### config.mk
export PLATFORM = sky130hd
export DESIGN_NAME = imm_gen_pipe
export DESIGN_NICKNAME = d
export VERILOG_FILES = /design/src/rtl/imm_gen_pipe.sv
export SDC_FILE = /design/constraint.sdc
export NUM_CORES = 1
export LEC_CHECK = 0
export CAP_MARGIN = 25
export CORE_ASPECT_RATIO = 0.9
export CORE_MARGIN = 4
export CORE_UTILIZATION = 25
export CTS_CLUSTER_SIZE = 16
export DETAILED_ROUTE_END_ITERATION = 8
export MAX_ROUTING_LAYER = met4
export SLEW_MARGIN = 20
export SYNTH_ARGS = -nofsm -noshare
export SYNTH_HDL_FRONTEND = slang
export SYNTH_SLANG_ARGS = --single-unit
### constraint.sdc
create_clock -name clk -period 2.5 [get_ports clk]
set_clock_uncertainty 0.15 [all_clocks]
set_input_delay 0.5 -clock clk [delete_from_list [all_inputs] [get_ports clk]]
set_output_delay 0.5 -clock clk [all_outputs]
set_load 0.01 [all_outputs]
### src/rtl/imm_gen_pipe.sv
// Immediate decoder feeding a small valid/ready FIFO. Only the decoded
// immediate and its illegal flag are stored; out_* always present the head entry.
module imm_gen_pipe #(
  parameter int XLEN  = 32,
  parameter int DEPTH = 2
) (
  input  logic                         clk,
  input  logic                         rst_n,
  input  logic                         in_valid,
  output logic                         in_ready,
  input  logic [31:0]                  in_instr,
  input  logic [2:0]                   in_imm_src,
  output logic                         out_valid,
  input  logic                         out_ready,
  output logic [XLEN-1:0]              out_imm,
  output logic                         out_illegal,
  output logic [$clog2(DEPTH+1)-1:0]   count
);

  localparam int PW = $clog2(DEPTH);
  localparam int CW = $clog2(DEPTH+1);
  localparam logic [CW-1:0] DEPTH_C  = CW'(DEPTH);
  localparam logic [PW-1:0] LAST_PTR = PW'(DEPTH - 1);

  logic [XLEN-1:0]  imm_mem_q [DEPTH];
  logic [DEPTH-1:0] ill_mem_q;
  logic [PW-1:0]    wr_ptr_q, wr_ptr_d;
  logic [PW-1:0]    rd_ptr_q, rd_ptr_d;
  logic [CW-1:0]    count_q, count_d;

  logic [31:0]      imm32;
  logic [XLEN-1:0]  dec_imm;
  logic             dec_ill;
  logic             push, pop;

  // Every format is first built as a 32-bit value that is already correctly
  // extended to 32 bits; widening to XLEN is then a plain sign extension.
  always_comb begin
    imm32   = '0;
    dec_ill = 1'b0;
    case (in_imm_src)
      3'b000: imm32 = {{20{in_instr[31]}}, in_instr[31:20]};
      3'b001: imm32 = {{20{in_instr[31]}}, in_instr[31:25], in_instr[11:7]};
      3'b010: imm32 = {{19{in_instr[31]}}, in_instr[31], in_instr[7],
                       in_instr[30:25], in_instr[11:8], 1'b0};
      3'b011: imm32 = {in_instr[31:12], 12'b0};
      3'b100: imm32 = {{11{in_instr[31]}}, in_instr[31], in_instr[19:12],
                       in_instr[20], in_instr[30:21], 1'b0};
      3'b101: imm32 = {27'b0, in_instr[19:15]};
      3'b110: imm32 = (XLEN == 64) ? {26'b0, in_instr[25:20]}
                                   : {27'b0, in_instr[24:20]};
      default: begin
        imm32   = '0;
        dec_ill = 1'b1;
      end
    endcase
  end

  assign dec_imm = XLEN'($signed(imm32));

  assign in_ready  = (count_q < DEPTH_C);
  assign out_valid = (count_q != '0);
  assign push      = in_valid & in_ready;
  assign pop       = out_valid & out_ready;

  always_comb begin
    count_d  = count_q;
    wr_ptr_d = wr_ptr_q;
    rd_ptr_d = rd_ptr_q;
    if (push) wr_ptr_d = (wr_ptr_q == LAST_PTR) ? '0 : wr_ptr_q + 1'b1;
    if (pop)  rd_ptr_d = (rd_ptr_q == LAST_PTR) ? '0 : rd_ptr_q + 1'b1;
    case ({push, pop})
      2'b10:   count_d = count_q + CW'(1);
      2'b01:   count_d = count_q - CW'(1);
      default: count_d = count_q;
    endcase
  end

  always_ff @(posedge clk or negedge rst_n) begin
    if (!rst_n) begin
      count_q  <= '0;
      wr_ptr_q <= '0;
      rd_ptr_q <= '0;
    end else begin
      count_q  <= count_d;
      wr_ptr_q <= wr_ptr_d;
      rd_ptr_q <= rd_ptr_d;
    end
  end

  // Storage needs no reset: its contents are only observable while count != 0.
  always_ff @(posedge clk) begin
    if (push) begin
      imm_mem_q[wr_ptr_q] <= dec_imm;
      ill_mem_q[wr_ptr_q] <= dec_ill;
    end
  end

  assign out_imm     = out_valid ? imm_mem_q[rd_ptr_q] : '0;
  assign out_illegal = out_valid ? ill_mem_q[rd_ptr_q] : 1'b0;
  assign count       = count_q;

endmodule

==> metrics, run 1 <==
vias in the first global route=2328; uppermost layer routed=met4; Starting Density=25.8%; Layout area overhead=37.7%; Max Cap Viol=0; most used cells in the layout excluding fill and tap cells=66 x sky130_fd_sc_hd__edfxtp_1, 59 x sky130_fd_sc_hd__clkdlybuf4s50_1, 38 x sky130_fd_sc_hd__nor2_1; final clock period utilization by the worst path=96.5%; finished layout cell area=0.00455 mm²; Post-Syn Nets=294; routed wl met2=3.64 mm; Wirelength per Cell=16.2 µm; placed instance count=477; num rows=39; count of endpoints failing setup in the final report=0; die width=129 µm; Antenna Cells=0; pin count of the biggest net entering global routing=34; Netlist Area Pre-Place=0.00331 mm²; synthesis warning total=0; area of the multi-input gates=0.00111 mm²; total iterations of the first detailed-routing run=4; maximum vdd drop=0.000304 V; HPWL reported at the end of detailed placement=5.47 mm; sequential standard cell area=0.00208 mm²; number of storage elements in the synthesis netlist=70; data arrival at the endpoint of the critical path=1.76 ns; total of fill cells in the finished design=1243; number of clock sinks=70; kind of path behind the tightest hold check=input port to async pin; startpoint type of the worst setup path=register; instance area at placement=0.00422 mm²; final count of pins violating max slew=0; global-route wire length before repair=12.2 mm; buffer type at the clock tree root=sky130_fd_sc_hd__clkbuf_16; post-CTS setup-driven buffer insertion count=0; clock tree from TritonCTS=built; final hold slack=0.228 ns; fraction of final layout cells with drive strength greater than 1=10.6%; hold violation total from the final report=0; total overflow reported by the global router=0; Post-Syn Instances=254; number of different library cells in the post-synthesis netlist=30; setup repair after global routing missed its margin=false; Final min period=2.41 ns; largest fanout of any net on the critical path=13; detail-routed via count per cell=4.52; antenna violations before repair=0; number of buffers inserted by port buffering=68; IO Count=76; total detailed-routing wirelength=8.01 mm; net count of the finished layout=365; GPL Wtd Cong=0.783; final core utilization=35.5%; commonest non-fill, non-tap cell in the layout=sky130_fd_sc_hd__edfxtp_1; power density over the cells=1060 mW/mm²; Slew headroom=50.0%; met1 wire length=3.74 mm; number of DRC violations after detailed-routing iteration 0=67; drc violations=0; TritonCTS Buffers=9; maximum clock path buffer count=2; leakage power figure=0.00182 µW; run status=completed; clock slew at reported path FFs=0.06 ns; area of the die=0.0151 mm²; Final Power=4840 µW; capturing element type of the critical path=primary output; clock latency on the worst-skew pair=0.32 ns; routed via count=2234; fraction of the yosys area taken by sequential cells=62.9%; total core area=0.0128 mm²; Avg Cell Area, Syn=13.0 µm²; total length of routed met3 wires=451 µm; H-tree level count=3; data required time of the critical path=1.85 ns; Die Span Y=117 µm; antenna viol nets, final=0; category of the critical setup timing path=register to primary output; actual slew at the worst max-slew pin=0.749 ns; gr usage total=11.0%; fmax=415 MHz; filler-free cell count of the finished design=494
[power breakdown]
group	leakage [µW]	switching [µW]	internal (µW)	total (µW)
sequential	0.000660	90.7	1570	1660
clock	0.000132	451	697	1150
combinational	0.00103	993	1040	2040
total	0.00182	1530	3310	4840
[registers in the layout, indices dropped and copies added, names as in the netlist]
| name | cells |
|---|---|
| wr_ptr_q | 1 |
| ill_mem_q | 2 |
| imm_mem_q | 64 |
| rd_ptr_q | 1 |
| count | 2 |
[metal layers]
metal	up-vias	track usage, %
li1	1077	-
met5	-	-
met4	0	5.04
met2	54	16.3
met1	1090	13.8
met3	13	3.54
[kinds of logic (layout without fill, tap and decap cells)]
group                      after synthesis  in the layout  share of synthesized area [%]
AOI/OAI and AO/OA                       52             52                           9.49
adders and majority gates                2              2                          0.719
muxes                                   38             38                           11.5
and+or+nand+nor                         64             64                           10.1
buffers and inverters                   23             99                           3.86
xor gates and xnor gates                 5              5                           1.32
DFF                                     70             70                           62.9
[critical path, stage by stage (launching register included)]
cell and delay (ns):
sky130_fd_sc_hd__dfrtp_2 0.44, sky130_fd_sc_hd__buf_6 0.18, sky130_fd_sc_hd__mux2i_1 0.12, sky130_fd_sc_hd__nor2_1 0.12
sky130_fd_sc_hd__clkdlybuf4s50_1 0.56
[Yosys cell counts]
| cell | n | area (µm²) |
|---|---|---|
| sky130_fd_sc_hd__o21ai_0 | 6 | 30.0 |
| sky130_fd_sc_hd__dfrtp_1 | 4 | 100 |
| sky130_fd_sc_hd__nor2b_4 | 2 | 27.5 |
| sky130_fd_sc_hd__mux2_2 | 1 | 11.3 |
| sky130_fd_sc_hd__mux2i_1 | 37 | 370 |
| sky130_fd_sc_hd__a21o_1 | 11 | 82.6 |
| sky130_fd_sc_hd__xor2_1 | 1 | 8.76 |
| sky130_fd_sc_hd__nand2_1 | 1 | 3.75 |
| sky130_fd_sc_hd__and3_1 | 2 | 12.5 |
| sky130_fd_sc_hd__a211o_1 | 4 | 35.0 |
| sky130_fd_sc_hd__and2b_1 | 3 | 22.5 |
| sky130_fd_sc_hd__a21oi_1 | 22 | 110 |
| sky130_fd_sc_hd__o22ai_1 | 9 | 56.3 |
| sky130_fd_sc_hd__buf_1 | 1 | 3.75 |
| sky130_fd_sc_hd__nor3b_1 | 1 | 7.51 |
| sky130_fd_sc_hd__maj3_2 | 1 | 11.3 |
| sky130_fd_sc_hd__nor2_2 | 1 | 6.26 |
| sky130_fd_sc_hd__buf_6 | 4 | 45.0 |
| sky130_fd_sc_hd__clkbuf_1 | 8 | 30.0 |
| sky130_fd_sc_hd__and2_1 | 3 | 18.8 |
| sky130_fd_sc_hd__ha_1 | 1 | 12.5 |
| sky130_fd_sc_hd__nand4b_1 | 1 | 8.76 |
| sky130_fd_sc_hd__nor2_1 | 39 | 146 |
| sky130_fd_sc_hd__buf_4 | 1 | 7.51 |
| sky130_fd_sc_hd__buf_2 | 6 | 30.0 |
| sky130_fd_sc_hd__nor2b_1 | 6 | 37.5 |
| sky130_fd_sc_hd__xnor2_1 | 4 | 35.0 |
| sky130_fd_sc_hd__and3b_1 | 5 | 43.8 |
| sky130_fd_sc_hd__inv_1 | 3 | 11.3 |
| sky130_fd_sc_hd__edfxtp_1 | 66 | 1980 |
[worst paths after layout]
| kind | from | endpoint | slack (ns) | depth (start not counted) |
|---|---|---|---|---|
| min | rst_n | rd_ptr_q | 0.23 | 1 |
| min reg2reg | rd_ptr_q | rd_ptr_q | 0.37 | 1 |
| max in group asynchronous | rst_n | count[0] | 1.78 | 1 |
| max reg2reg | count[0] | count[1] | 0.76 | 7 |
| max | rd_ptr_q | out_imm[13] | 0.09 | 4 |
| min in group clk | rd_ptr_q | rd_ptr_q | 0.37 | 1 |
[through the flow]
step	TNS, ns	setup slack, ns
after floorplan	0	0.358
after global placement	0	0.0661
after detailed placement	-0.0184	-0.00476
after CTS	0	0.00675
final	0	0.0877
after global routing	0	0.00478
[layout make-up]
cell class / instances / area share, %
Clock buffer: 11 / 5.33
Clock inverter: 5 / 0.742
Inverter: 3 / 0.247
Multi-Input combinational cell: 161 / 24.4
Sequential cell: 70 / 45.8
Tap cell: 164 / 4.51
Timing Repair Buffer: 80 / 19.0
[timing repair]
item	CTS	global route
gates cloned	0	1
resized for setup	5	10
endpoints found under the setup margin	20	15
hold buffers	0	0
No activity file was read; power rests on OpenSTA's default activity.
==> run 2, diff against run 1 <==
--- a/config.mk
+++ b/config.mk
@@ -8,10 +8,11 @@
 export CAP_MARGIN = 25
 export CORE_ASPECT_RATIO = 0.9
 export CORE_MARGIN = 4
-export CORE_UTILIZATION = 25
+export CORE_UTILIZATION = 45
 export CTS_CLUSTER_SIZE = 16
 export DETAILED_ROUTE_END_ITERATION = 8
 export MAX_ROUTING_LAYER = met4
+export PLACE_DENSITY = 0.76
 export SLEW_MARGIN = 20
 export SYNTH_ARGS = -nofsm -noshare
 export SYNTH_HDL_FRONTEND = slang
==> run 2 against run 1 <==
Net effect: critical path type unchanged; sequential share of layout area increased by 2.6 points; worst setup slack got worse by 0.016 ns; non-clock buffer count unchanged; routed wire length decreased by 13%; first-iteration DRC count increased by 150%; utilization increased by 25 points; critical endpoint is now out_imm[9]; clock power decreased by 37%; clock-buffer cell count increased by 1; sequential cell count unchanged; global-route usage increased by 6.2 points.
==> metrics, run 2 (synthesis results as in run 1) <==
run status=completed; antenna viol nets, final=0 (unchanged); number of DRC violations after detailed-routing iteration 0=166 (+150%); kind of path behind the tightest hold check=input port to async pin; largest reg by FF count=imm_mem_q; max FFs per register=64 (unchanged); final hold slack=0.219 ns (-0.00878 ns); total overflow reported by the global router=0 (unchanged); maximum vdd drop=0.000493 V (+62%); HPWL reported at the end of detailed placement=4.68 mm (-14%); hold-fix buffers at CTS=0 (unchanged); power density over the cells=1010 mW/mm² (-5.1%); maximum clock path buffer count=2 (unchanged); Max Cap Viol=0 (unchanged); gr usage total=17.2% (+6.2 points); Slew headroom=56.1% (+6.1 points); clock latency on the worst-skew pair=0.33 ns (about the same); data arrival at the endpoint of the critical path=1.78 ns (+0.02 ns); count of endpoints failing setup in the final report=0 (unchanged); antenna violations before repair=0 (unchanged); vias in the first global route=2154 (-7.5%); clock tree from TritonCTS=built; Cell Int Power=2950 µW (-11%); num rows=29 (-26%); Die Span Y=89.3 µm (-24%); final core utilization=60.5% (+25 points); drc violations=0 (unchanged); pin count of the biggest net entering global routing=34 (unchanged); actual slew at the worst max-slew pin=0.658 ns (-0.0912 ns); part of the power in registers=37.9% (+3.7 points); GPL Wtd Cong=0.777 (-0.80%); clock slew at reported path FFs=0.07 ns (about the same); hold violation total from the final report=0 (unchanged); total detailed-routing wirelength=6.98 mm (-13%); final clock period utilization by the worst path=97.1% (+0.63 points); setup repair after global routing missed its margin=false; met1 track demand over resource=21.0% (+7.2 points); most crowded layer after global routing=met2; total net switching power=1390 µW (-9.2%); Setup WS post-layout=0.0720 ns (-0.0157 ns); capturing element type of the critical path=primary output; final count of pins violating max slew=0 (unchanged); switching share of power=32.1% (+0.39 points); category of the critical setup timing path=register to primary output; global-route track usage on met2=28.5% (+12 points); global-route wire length before repair=11.2 mm (-8.6%); pre-CTS WS=0.00461 ns (+0.00937 ns); Wirelength per Cell=16.5 µm (+2.0%); number of clock sinks=70 (unchanged); quantity of gates resized following cts=0 (-5); IO Count=76 (unchanged); part of the total power dissipated in combinational logic=45.4% (+3.3 points); most used cells in the layout excluding fill and tap cells=66 x sky130_fd_sc_hd__edfxtp_1, 66 x sky130_fd_sc_hd__clkdlybuf4s50_1, 38 x sky130_fd_sc_hd__nor2_1; fmax=412 MHz (-0.65%); die width=98.4 µm (-24%); post-CTS setup-driven buffer insertion count=0 (unchanged); net count of the finished layout=365 (unchanged); TritonCTS Buffers=9 (unchanged); Fin Setup TNS=0 ns (unchanged); Final min period=2.43 ns (+0.0157 ns); Layout area overhead=30.1%; largest fanout of any net on the critical path=20 (+7); buffer type at the clock tree root=sky130_fd_sc_hd__clkbuf_8; total core area=0.00711 mm² (-45%); fraction of final layout cells with drive strength greater than 1=8.81% (-1.8 points); grt met3 use=4.68% (+1.1 points); H-tree level count=3 (unchanged); total iterations of the first detailed-routing run=5 (+1); Antenna Cells=0 (unchanged); startpoint type of the worst setup path=register; area of the die=0.00879 mm² (-42%); clock share of power=16.6% (-7.1 points); leakage power figure=0.00170 µW (-6.4%); Starting Density=46.5% (+21 points); data required time of the critical path=1.85 ns (about the same); routed via count=2217 (-0.76%); detail-routed via count per cell=5.25 (+16%); number of buffers inserted by port buffering=68 (unchanged); setup slack of the most critical reg-to-reg path=0.61 ns (-0.15 ns)
## run 2: worst max-delay path, cell delays in order, from the launching register on
cell	delay, ns
sky130_fd_sc_hd__dfrtp_2	0.44
sky130_fd_sc_hd__buf_12	0.18
sky130_fd_sc_hd__mux2i_1	0.13
sky130_fd_sc_hd__nor2_1	0.12
sky130_fd_sc_hd__clkdlybuf4s50_1	0.56
## run 2: power by group through the flow
stage                     Sequential (µW)  Combinational (µW)  Clock [µW]
after global placement               1660                1980           0
after floorplan                      1650                 991           0
after global routing                 1670                2130         816
after CTS                            1650                2020         750
after detailed placement             1670                2000           0
final                                1650                1970         723
## run 2: cell type report
type / count / area (µm²)
Fill cell: 579 / 2810
Inverter: 3 / 11.3
Tap cell: 93 / 116
Timing Repair Buffer: 80 / 838
Clock inverter: 3 / 12.5
Multi-Input combinational cell: 161 / 1110
Clock buffer: 12 / 135
Sequential cell: 70 / 2080
## run 2: path summary, 6_finish.rpt
| path | endpoint | cells after the start | startpoint |
|---|---|---|---|
| hold / removal | count[1] | 1 | rst_n |
| min in group clk | wr_ptr_q | 1 | wr_ptr_q |
| hold reg to reg | wr_ptr_q | 1 | wr_ptr_q |
| setup / recovery | out_imm[9] | 4 | rd_ptr_q |
| setup reg to reg | count[1] | 7 | count[0] |
| max in group asynchronous | rd_ptr_q | 1 | rst_n |
## run 2: routing by layer
metal	share of wire (%)	wire length, µm
met1	43	2970
met2	51	3580
met3	5.2	362
met4	0.87	61
met5	0	0
## run 2: through the flow
stage               power (µW)  instance area [µm²]  cells
floorplan                 2640                 3310    254
global placement          3640                 4150    407
detailed placement        3680                 4150    407
CTS                       4410                 4300    422
global route              4620                 4300    422
finish                    4340                 4300    422
